## src/rtl/seq_pkg.sv

```systemverilog
// rtl/seq_pkg.sv - opcodes, state encoding and decode helper for control_sequencer
package seq_pkg;

  localparam logic [3:0] OP_NOP  = 4'd0;
  localparam logic [3:0] OP_ADD  = 4'd1;
  localparam logic [3:0] OP_SUB  = 4'd2;
  localparam logic [3:0] OP_NAND = 4'd3;
  localparam logic [3:0] OP_SHL  = 4'd4;
  localparam logic [3:0] OP_MOV  = 4'd5;
  localparam logic [3:0] OP_LDI  = 4'd6;
  localparam logic [3:0] OP_BZ   = 4'd7;
  localparam logic [3:0] OP_BN   = 4'd8;
  localparam logic [3:0] OP_BR   = 4'd9;
  localparam logic [3:0] OP_CALL = 4'd10;
  localparam logic [3:0] OP_RET  = 4'd11;
  localparam logic [3:0] OP_IN   = 4'd12;
  localparam logic [3:0] OP_OUT  = 4'd13;
  localparam logic [3:0] OP_RSVD = 4'd14;
  localparam logic [3:0] OP_HALT = 4'd15;

  typedef enum logic [2:0] {
    S_FETCH    = 3'd0,
    S_IMM      = 3'd1,
    S_EXEC     = 3'd2,
    S_IN_WAIT  = 3'd3,
    S_OUT_WAIT = 3'd4,
    S_HALT     = 3'd5
  } state_t;

  // Opcodes that carry an immediate byte at the following address.
  function automatic logic is_two_word(input logic [3:0] opcode);
    return (opcode == OP_LDI) || (opcode == OP_BZ) || (opcode == OP_BN) ||
           (opcode == OP_BR)  || (opcode == OP_CALL);
  endfunction

endpackage

```

## src/rtl/control_sequencer_if.sv

```systemverilog
// rtl/control_sequencer_if.sv - valid/ready input and output port bundle
interface control_sequencer_if;

  logic [7:0] in_data;
  logic       in_valid;
  logic       in_ready;
  logic [7:0] out_data;
  logic       out_valid;
  logic       out_ready;

  modport master (
    input  in_data, in_valid, out_ready,
    output in_ready, out_data, out_valid
  );

  modport slave (
    output in_data, in_valid, out_ready,
    input  in_ready, out_data, out_valid
  );

endinterface

```

## src/rtl/seq_alu.sv

```systemverilog
// rtl/seq_alu.sv - combinational ALU producing {Z, N, result}
module seq_alu
  import seq_pkg::*;
(
  input  logic [3:0] op_i,
  input  logic [7:0] a_i,
  input  logic [7:0] b_i,
  output logic [9:0] res_o
);

  logic [7:0] result;

  // Carry and borrow fall off the top; LDI routes its immediate through b_i.
  always_comb begin
    result = 8'h00;
    case (op_i)
      OP_ADD:         result = a_i + b_i;
      OP_SUB:         result = a_i - b_i;
      OP_NAND:        result = ~(a_i & b_i);
      OP_SHL:         result = {a_i[6:0], 1'b0};
      OP_MOV, OP_LDI: result = b_i;
      default:        result = 8'h00;
    endcase
  end

  assign res_o = {(result == 8'h00), result[7], result};

endmodule

```

## src/rtl/control_sequencer.sv

```systemverilog
// rtl/control_sequencer.sv - multi-cycle fetch/execute sequencer driving the 4x8 register file
module control_sequencer
  import seq_pkg::*;
#(
  parameter logic [7:0] RESET_PC = 8'h00
) (
  input  logic                       clk,
  input  logic                       rst,
  output logic [7:0]                 imem_addr,
  input  logic [7:0]                 imem_data,
  output logic [1:0]                 ra,
  output logic [1:0]                 rb,
  output logic [9:0]                 wb,
  output logic [3:0]                 we,
  output logic [7:0]                 LRin,
  input  logic [7:0]                 raVal,
  input  logic [7:0]                 rbVal,
  input  logic                       N,
  input  logic                       Z,
  input  logic [7:0]                 LRout,
  control_sequencer_if.master        io,
  output logic                       halted
);

  state_t     state_q, state_d;
  logic [7:0] pc_q, pc_d;
  logic [7:0] ir_q, ir_d;
  logic [7:0] imm_q, imm_d;
  logic [7:0] out_data_q, out_data_d;

  logic [3:0] opcode;
  logic [7:0] alu_b;
  logic [9:0] alu_res;

  assign opcode = ir_q[7:4];
  assign alu_b  = (opcode == OP_LDI) ? imm_q : rbVal;

  seq_alu u_alu (
    .op_i  (opcode),
    .a_i   (raVal),
    .b_i   (alu_b),
    .res_o (alu_res)
  );

  always_ff @(posedge clk or posedge rst) begin
    if (rst) begin
      state_q    <= S_FETCH;
      pc_q       <= RESET_PC;
      ir_q       <= 8'h00;
      imm_q      <= 8'h00;
      out_data_q <= 8'h00;
    end else begin
      state_q    <= state_d;
      pc_q       <= pc_d;
      ir_q       <= ir_d;
      imm_q      <= imm_d;
      out_data_q <= out_data_d;
    end
  end

  // Write enables and write-back are held for the whole cycle so the
  // register file can sample them on the falling edge.
  always_comb begin
    state_d    = state_q;
    pc_d       = pc_q;
    ir_d       = ir_q;
    imm_d      = imm_q;
    out_data_d = out_data_q;
    we         = 4'b0000;
    wb         = 10'h000;
    LRin       = 8'h00;

    case (state_q)
      S_FETCH: begin
        ir_d    = imem_data;
        pc_d    = pc_q + 8'd1;
        state_d = is_two_word(imem_data[7:4]) ? S_IMM : S_EXEC;
      end

      S_IMM: begin
        imm_d   = imem_data;
        pc_d    = pc_q + 8'd1;
        state_d = S_EXEC;
      end

      S_EXEC: begin
        state_d = S_FETCH;
        case (opcode)
          OP_ADD, OP_SUB, OP_NAND, OP_SHL, OP_MOV, OP_LDI: begin
            we = 4'b0111;
            wb = alu_res;
          end
          OP_BZ:   if (Z) pc_d = imm_q;
          OP_BN:   if (N) pc_d = imm_q;
          OP_BR:   pc_d = imm_q;
          OP_CALL: begin
            we   = 4'b1000;
            LRin = pc_q;
            pc_d = imm_q;
          end
          OP_RET:  pc_d = LRout;
          OP_IN:   state_d = S_IN_WAIT;
          OP_OUT: begin
            out_data_d = raVal;
            state_d    = S_OUT_WAIT;
          end
          OP_HALT: state_d = S_HALT;
          OP_NOP, OP_RSVD: state_d = S_FETCH;
          default: state_d = S_FETCH;
        endcase
      end

      S_IN_WAIT: begin
        if (io.in_valid) begin
          we      = 4'b0001;
          wb      = {2'b00, io.in_data};
          state_d = S_FETCH;
        end
      end

      S_OUT_WAIT: begin
        if (io.out_ready) begin
          state_d = S_FETCH;
        end
      end

      S_HALT: state_d = S_HALT;

      default: state_d = S_FETCH;
    endcase
  end

  assign imem_addr    = pc_q;
  assign ra           = ir_q[3:2];
  assign rb           = ir_q[1:0];
  assign io.in_ready  = (state_q == S_IN_WAIT);
  assign io.out_valid = (state_q == S_OUT_WAIT);
  assign io.out_data  = out_data_q;
  assign halted       = (state_q == S_HALT);

endmodule

```

## src/flat_wrapper.sv

```systemverilog
// flat-port wrapper written by rule: the top's interface ports become plain ports
module control_sequencer_flat import seq_pkg::*;
#(
  parameter logic [7:0] RESET_PC = 8'h00
)
  (clk, rst, imem_addr, imem_data, ra, rb, wb, we, LRin, raVal, rbVal, N, Z, LRout, halted, io_in_data, io_in_valid, io_out_ready, io_in_ready, io_out_data, io_out_valid);
  control_sequencer_if io_i ();
  input  logic clk;
  input  logic rst;
  output logic [7:0] imem_addr;
  input  logic [7:0] imem_data;
  output logic [1:0] ra;
  output logic [1:0] rb;
  output logic [9:0] wb;
  output logic [3:0] we;
  output logic [7:0] LRin;
  input  logic [7:0] raVal;
  input  logic [7:0] rbVal;
  input  logic N;
  input  logic Z;
  input  logic [7:0] LRout;
  output logic halted;
  input wire logic [$bits(io_i.in_data)-1:0] io_in_data;
  input wire logic [$bits(io_i.in_valid)-1:0] io_in_valid;
  input wire logic [$bits(io_i.out_ready)-1:0] io_out_ready;
  output wire logic [$bits(io_i.in_ready)-1:0] io_in_ready;
  output wire logic [$bits(io_i.out_data)-1:0] io_out_data;
  output wire logic [$bits(io_i.out_valid)-1:0] io_out_valid;
  assign io_i.in_data = io_in_data;
  assign io_i.in_valid = io_in_valid;
  assign io_i.out_ready = io_out_ready;
  assign io_in_ready = io_i.in_ready;
  assign io_out_data = io_i.out_data;
  assign io_out_valid = io_i.out_valid;
  control_sequencer #(.RESET_PC(RESET_PC)) u_core (.clk(clk), .rst(rst), .imem_addr(imem_addr), .imem_data(imem_data), .ra(ra), .rb(rb), .wb(wb), .we(we), .LRin(LRin), .raVal(raVal), .rbVal(rbVal), .N(N), .Z(Z), .LRout(LRout), .io(io_i), .halted(halted));
endmodule
```

## config.mk

```make
export PLATFORM = sky130hd
export DESIGN_NAME = control_sequencer_flat
export DESIGN_NICKNAME = d
export VERILOG_FILES = /design/src/rtl/seq_pkg.sv /design/src/rtl/control_sequencer_if.sv /design/src/rtl/seq_alu.sv /design/src/rtl/control_sequencer.sv /design/src/flat_wrapper.sv
export SDC_FILE = /design/constraint.sdc
export NUM_CORES = 1
export LEC_CHECK = 0
export CORE_MARGIN = 2
export CORE_UTILIZATION = 25
export CTS_CLUSTER_DIAMETER = 200
export DETAILED_ROUTE_END_ITERATION = 12
export SLEW_MARGIN = 20
export SYNTH_ARGS = -nofsm -noshare
export SYNTH_HDL_FRONTEND = slang
export SYNTH_SLANG_ARGS = --single-unit
```

## constraint.sdc

```tcl
create_clock -name clk -period 4.2 [get_ports clk]
set_input_delay 0.42 -clock clk [delete_from_list [all_inputs] [get_ports clk]]
set_output_delay 0.42 -clock clk [all_outputs]
set_load 0.02 [all_outputs]
```

Yosys cells after proc, flatten, opt, wreduce, memory -nomap -nowiden
Index checks and enable logic that the tools add are counted.
{"block": "word_totals", "register_bits": 35, "in_bits": 46, "out_inout_bits": 45}
{"block": "classes", "addsub": 3, "eq_ne": 29, "muxes": 19, "n_bitwise": 2, "n_reduce_logical": 14}
{"op": "8-bit two-way mux", "n": 6}
{"op": "4-bit equality test, second input constant", "n": 10}
{"op": "8-bit case mux with 5 select lines", "n": 1}
{"op": "8-bit case mux with 4 select lines", "n": 1}
{"op": "4-bit by 3-bit equality test with 1-bit output, second input constant", "n": 6}
{"op": "10-bit case mux with 2 select lines", "n": 1}
{"op": "3-bit case mux with 6 select lines", "n": 1}
{"op": "4-bit case mux with 2 select lines", "n": 2}
{"op": "8-bit case mux with 2 select lines", "n": 1}
{"op": "10-bit two-way mux", "n": 1}
{"op": "3-bit case mux with 3 select lines", "n": 1}
{"op": "8-bit by 1-bit adder with 8-bit output, second input constant", "n": 1}
{"op": "8-bit adder", "n": 1}
{"op": "8-bit AND", "n": 1}
{"op": "4-bit by 2-bit equality test with 1-bit output, second input constant", "n": 2}
{"op": "8-bit logical NOT", "n": 1}
{"op": "8-bit inverter", "n": 1}
{"op": "8-bit subtractor", "n": 1}
{"op": "3-bit by 2-bit equality test with 1-bit output, second input constant", "n": 2}
{"op": "3-bit equality test, second input constant", "n": 2}
{"op": "3-bit two-way mux", "n": 2}
{"op": "3-bit != test, second input constant", "n": 2}
{"op": "2-bit OR reduction", "n": 3}
{"op": "6-bit OR reduction", "n": 1}
{"op": "11 further kinds", "n": 16}

Logic depth before layout (Yosys ltp)
Gate-level depths: netlist of run 1.
{"block": "depth", "depth_word": 8, "depth_mapped": 16}

By module
A second synthesis of run 1 with hierarchy kept.
{"block": "hier_totals", "cells_unflattened": 331, "hier_area_um2": 3126.7}
{"module": "control_sequencer", "instances": 1, "cells_each": 205, "area_per_inst_um2": 2190.9, "seq_area_each_um2": 875.8}
{"module": "seq_alu", "instances": 1, "cells_each": 126, "area_per_inst_um2": 935.9, "seq_area_each_um2": 0.0}

Worst setup path before layout of run 1
OpenSTA, ideal clock, no wires.
{"block": "synth_path", "path_type": "register to output", "startpoint": "register u_core.ir_q[7]", "endpoint": "output wb[9]", "t_arrival_ns": 3.375, "required_ns": 3.780, "slack_ns": 0.405, "path_stages_with_launch": 15, "path_cell_list": "dfrtp_1 -> buf_6 -> and4bb_4 -> buf_12 -> mux2_2 -> and2_1 -> xnor2_1 -> fa_1 -> nor2_1 -> a22oi_1 -> o21ai_0 -> a221oi_2 -> o2111ai_1 -> nor4_2 -> o2111a_1"}
{"block": "synth_via", "elab_chain_len": 8}
{"item": "start: declaration", "line": "control_sequencer.sv:27", "source": "logic [7:0] ir_q, ir_d;"}
{"item": "start signal: assignment", "line": "control_sequencer.sv:55", "source": "ir_q <= ir_d;"}
{"item": "parallel branches: the longest is 6 deep, another holds 8-bit subtractor"}
{"item": "10-bit two-way mux (*)", "line": "control_sequencer.sv:88", "source": "case (opcode)"}
{"item": "10-bit case mux with 2 select lines (*)", "line": "control_sequencer.sv:73", "source": "case (state_q)"}
{"item": "end: declaration", "line": "flat_wrapper.sv:14", "source": "output logic [9:0] wb;"}
Mark *: on every way between the ends.

Worst setup path in the final report of run 1
{"block": "layout_path", "startpoint": "register u_core.ir_q[7]", "endpoint": "output wb[2]"}
{"block": "layout_via", "elab_chain_len": 7}
{"item": "parallel branches: the longest is 5 deep, another holds 8-bit subtractor"}
{"item": "10-bit two-way mux (*)", "line": "control_sequencer.sv:88"}
{"item": "10-bit case mux with 2 select lines (*)", "line": "control_sequencer.sv:73"}
Marks and branches as above.

==> results.yml, run 1 <==
yosys:
  syn_area_per_cell_um2: 8.849
  async_flop_share_pct: 100.0
  ys_seq_area_share_pct: 29.90
  synth_top_cell_by_area: "dfrtp_1"
  yosys-top-cells-area: "dfrtp_1 (30%), mux2_2 (10%), mux2i_1 (6.2%), o21ai_0 (4.4%), nand2_1 (4.2%)"
  yosys.area.top_type_share_pct: 29.90
  synth.most_common_cell: "dfrtp_1"
  ys.flop_type: "dfrtp_1"
  yosys-top-cells-count: "dfrtp_1 (35), nand2_1 (33), mux2_2 (26), o21ai_0 (26), mux2i_1 (18)"
  syn_area_mm2: 0.002929
  synth_warnings: 0
  synth-edff-count: 0
  synth_seq_cells: 35
  yosys.cell_types.count: 56
  syn-num-nets: 387
  synth_cells: 331
global_routing:
  grt_pass1_vias: 2799
  track_usage_pct: 14.78
  grt_max_degree: 36
  antenna_found_initial: 0
  grt_pass1_wl_um: 14870
  gr-total-overflow: 0
drt:
  wl_met3_um: 506
  drt_pass1_iterations: 4
  top_layer: "met4"
  wl_per_cell_um: 16.27
  drc_errors: 0
  wirelength_um: 9321
  drtIter0Drc: 143
  drtAntennaViolNets: 0
  vias: 2809
  viasPerCell: 4.902
  met2_length_um: 4406
  wl_met1_um: 4320
power:
  power.switching_mw: 1.498
  seqPwrFrac_pct: 20.9
  p_comb_share_pct: 66.4
  p_leak_nw: 1.843
  total_power_mw: 3.356
  sw_frac_of_total_pct: 44.64
  ir_drop_uv: 336.7
  power_density_mw_per_mm2: 784.7
  clockPowerShare_pct: 12.7
  p_int_mw: 1.858
floorplan:
  io_pins: 91
  placementRows: 39
  fp.dieH_um: 112.2
  initial_core_util_pct: 25.65
  die_w_um: 112.2
  die_area_mm2: 0.01260
  core_area_mm2: 0.01142
worst_setup_path:
  required_ns: 3.78
  worstPathArrival_ns: 3.60
  worst-setup-path-type: "reg -> out"
  crit_fanout: 7
  critPathCaptureType: "output pin"
  crit_path_start_kind: "flop"
clocking:
  cts_hold_buf: 0
  clock_latency_ns: 0.28
  cts_buffers: 5
  cts_buffer_depth: 2
  cts_tree: "yes"
  clockRootBuffer: "clkbuf_16"
  cts_sinks: 35
  path_clk_slew_ns: 0.06
  h-tree-depth: 2
timing:
  fmax_mhz: 249.0
  finClkSkew_ns: 0.005436
  fin_ws_ns: 0.1831
  min_period_over_period_pct: 95.64
  hold_viol_final: 0
  hold-worst-slack_ns: 0.4934
  drv_slew: 0
  fin_crit_ns: 4.017
  grt_setup_unrepaired: "no"
  setup_viol: 0
  worst_pin_slew_ns: 1.022
  relSlewSlack_pct: 31.70
layout:
  design_area_mm2: 0.004277
  n_fill_cell: 1181
  multi_input_area_mm2: 0.001931
  area_delta_synth_final_pct: 46.01
  utilization_pct: 37.45
  nets: 485
  seqCellArea_um2: 875.8
  diodes: 0
  drive_above_1_share_pct: 18.14
place:
  dpl.hpwl_um: 7308
  port_buffers: 90
  dpl_cell_area_mm2: 0.004055
  dp_slack_ns: -0.1722
  gp_congestion: 0.8791
min_path:
  holdCritPathClass: "reg -> reg"
job:
  cap_violations: 0
outcome:
  status: "completed"
==> layer usage <==
metal,vias to the layer above,track usage [%]
met5,-,0
met4,0,2.927
met3,6,2.754
met2,81,24.86
met1,1331,19.99
li1,1391,-
==> final cells by class <==
class | instances | area share, %
repair buffers | 114 | 25.10
inverters | 13 | 1.141
multi-input cells | 260 | 45.14
clock buffers | 5 | 2.926
flip-flops and latches | 35 | 20.48
clock inverters | 3 | 1.024
well taps | 143 | 4.184
==> power groups by stage <==
stage	combinational, mW	sequential (mW)	clock (mW)
after detailed placement	2.18	0.700	0
after global routing	2.42	0.730	0.453
after global placement	2.17	0.698	0
after floorplan	1.38	0.728	0
final	2.23	0.702	0.427
after CTS	2.20	0.699	0.436
==> flip-flops by register name, indices dropped and copies added, names as in the netlist <==
register            count
u_core.imem_addr        8
u_core.ir_q             8
u_core.io.out_data      8
u_core.imm_q            8
u_core.state_q          3
==> cell families after synthesis <==
family	after synthesis	synth area share (%)
AOI/OAI and AO/OA	86	19.48
and+or+nand+nor	106	19.35
muxes	45	16.62
xor gates and xnor gates	13	3.887
adders and majority gates	10	4.528
DFF	35	29.90
buffers and inverters	36	6.236
==> placed cells by master (no fill, tap or decap), drive strengths merged, types with 4 or more instances in the layout <==
| cell type | count |
|---|---|
| a22o | 5 |
| nor2b | 7 |
| ha | 9 |
| o22a | 5 |
| clkbuf | 6 |
| inv | 13 |
| xnor2 | 10 |
| o21ai | 28 |
| dlygate4sd2 | 4 |
| nor2 | 14 |
| buf | 25 |
| a211oi | 4 |
| dfrtp | 35 |
| a21oi | 15 |
| nand3 | 12 |
| mux2 | 26 |
| mux2i | 19 |
| clkdlybuf4s50 | 82 |
| nor3 | 9 |
| and2 | 10 |
| and3 | 7 |
| nand2 | 33 |
| a22oi | 4 |
==> critical path, stage by stage (launching register included) <==
cell and delay, ns:
dfrtp_1 0.38, and4bb_4 0.34, buf_4 0.19, mux2i_4 0.30
buf_4 0.15, xnor2_1 0.12, ha_1 0.28, buf_4 0.14
xnor2_1 0.11, a221oi_1 0.48, buf_4 0.20, o21ai_0 0.07
clkdlybuf4s50_1 0.54
==> final timing paths <==
check / from / endpoint / slack [ns] / cells past startpoint
max: u_core.ir_q[7]$_DFFE_PP0N_ / wb[2] / 0.18 / 12
min: u_core.io.out_data[2]$_DFFE_PP0P_ / u_core.io.out_data[2]$_DFFE_PP0P_ / 0.49 / 2
max reg2reg: u_core.ir_q[7]$_DFFE_PP0N_ / u_core.imem_addr[6]$_DFFE_PP0P_ / 1.87 / 8
min reg2reg: u_core.io.out_data[2]$_DFFE_PP0P_ / u_core.io.out_data[2]$_DFFE_PP0P_ / 0.49 / 2
max in group asynchronous: rst / u_core.ir_q[0]$_DFFE_PP0N_ / 3.33 / 3
min in group asynchronous: rst / u_core.ir_q[3]$_DFFE_PP0N_ / 0.55 / 3
==> metrics by stage <==
| step | cells | setup TNS, ns |
|---|---|---|
| global route | 573 | 0 |
| detailed placement | 565 | -0.1992 |
| finish | 573 | 0 |
| CTS | 573 | -0.09440 |
| global placement | 565 | -0.07516 |
| floorplan | 331 | 0 |
==> repair_timing <==
item | in CTS | in global routing
setup endpoints to repair | 7 | 6
pin swaps | 0 | 4
resized for setup | 11 | 17
setup buffers | 0 | 0
Note: power is estimated with default switching activity, not from simulation.
==> run 2, diff against run 1 <==
--- a/config.mk
+++ b/config.mk
@@ -7,6 +7,7 @@
 export LEC_CHECK = 0
 export CORE_MARGIN = 2
 export CORE_UTILIZATION = 25
+export CTS_BUF_LIST = sky130_fd_sc_hd__clkbuf_16
 export CTS_CLUSTER_DIAMETER = 200
 export DETAILED_ROUTE_END_ITERATION = 12
 export SLEW_MARGIN = 20
==> results of run 2 <==
No change in the layout: final DEF, timing and power equal those of run 1.
==> run 3, diff against run 2 <==
--- a/config.mk
+++ b/config.mk
@@ -10,7 +10,6 @@
 export CTS_BUF_LIST = sky130_fd_sc_hd__clkbuf_16
 export CTS_CLUSTER_DIAMETER = 200
 export DETAILED_ROUTE_END_ITERATION = 12
-export SLEW_MARGIN = 20
 export SYNTH_ARGS = -nofsm -noshare
 export SYNTH_HDL_FRONTEND = slang
 export SYNTH_SLANG_ARGS = --single-unit
==> results of run 3 <==
No change in the layout: final DEF, timing and power equal those of run 1.
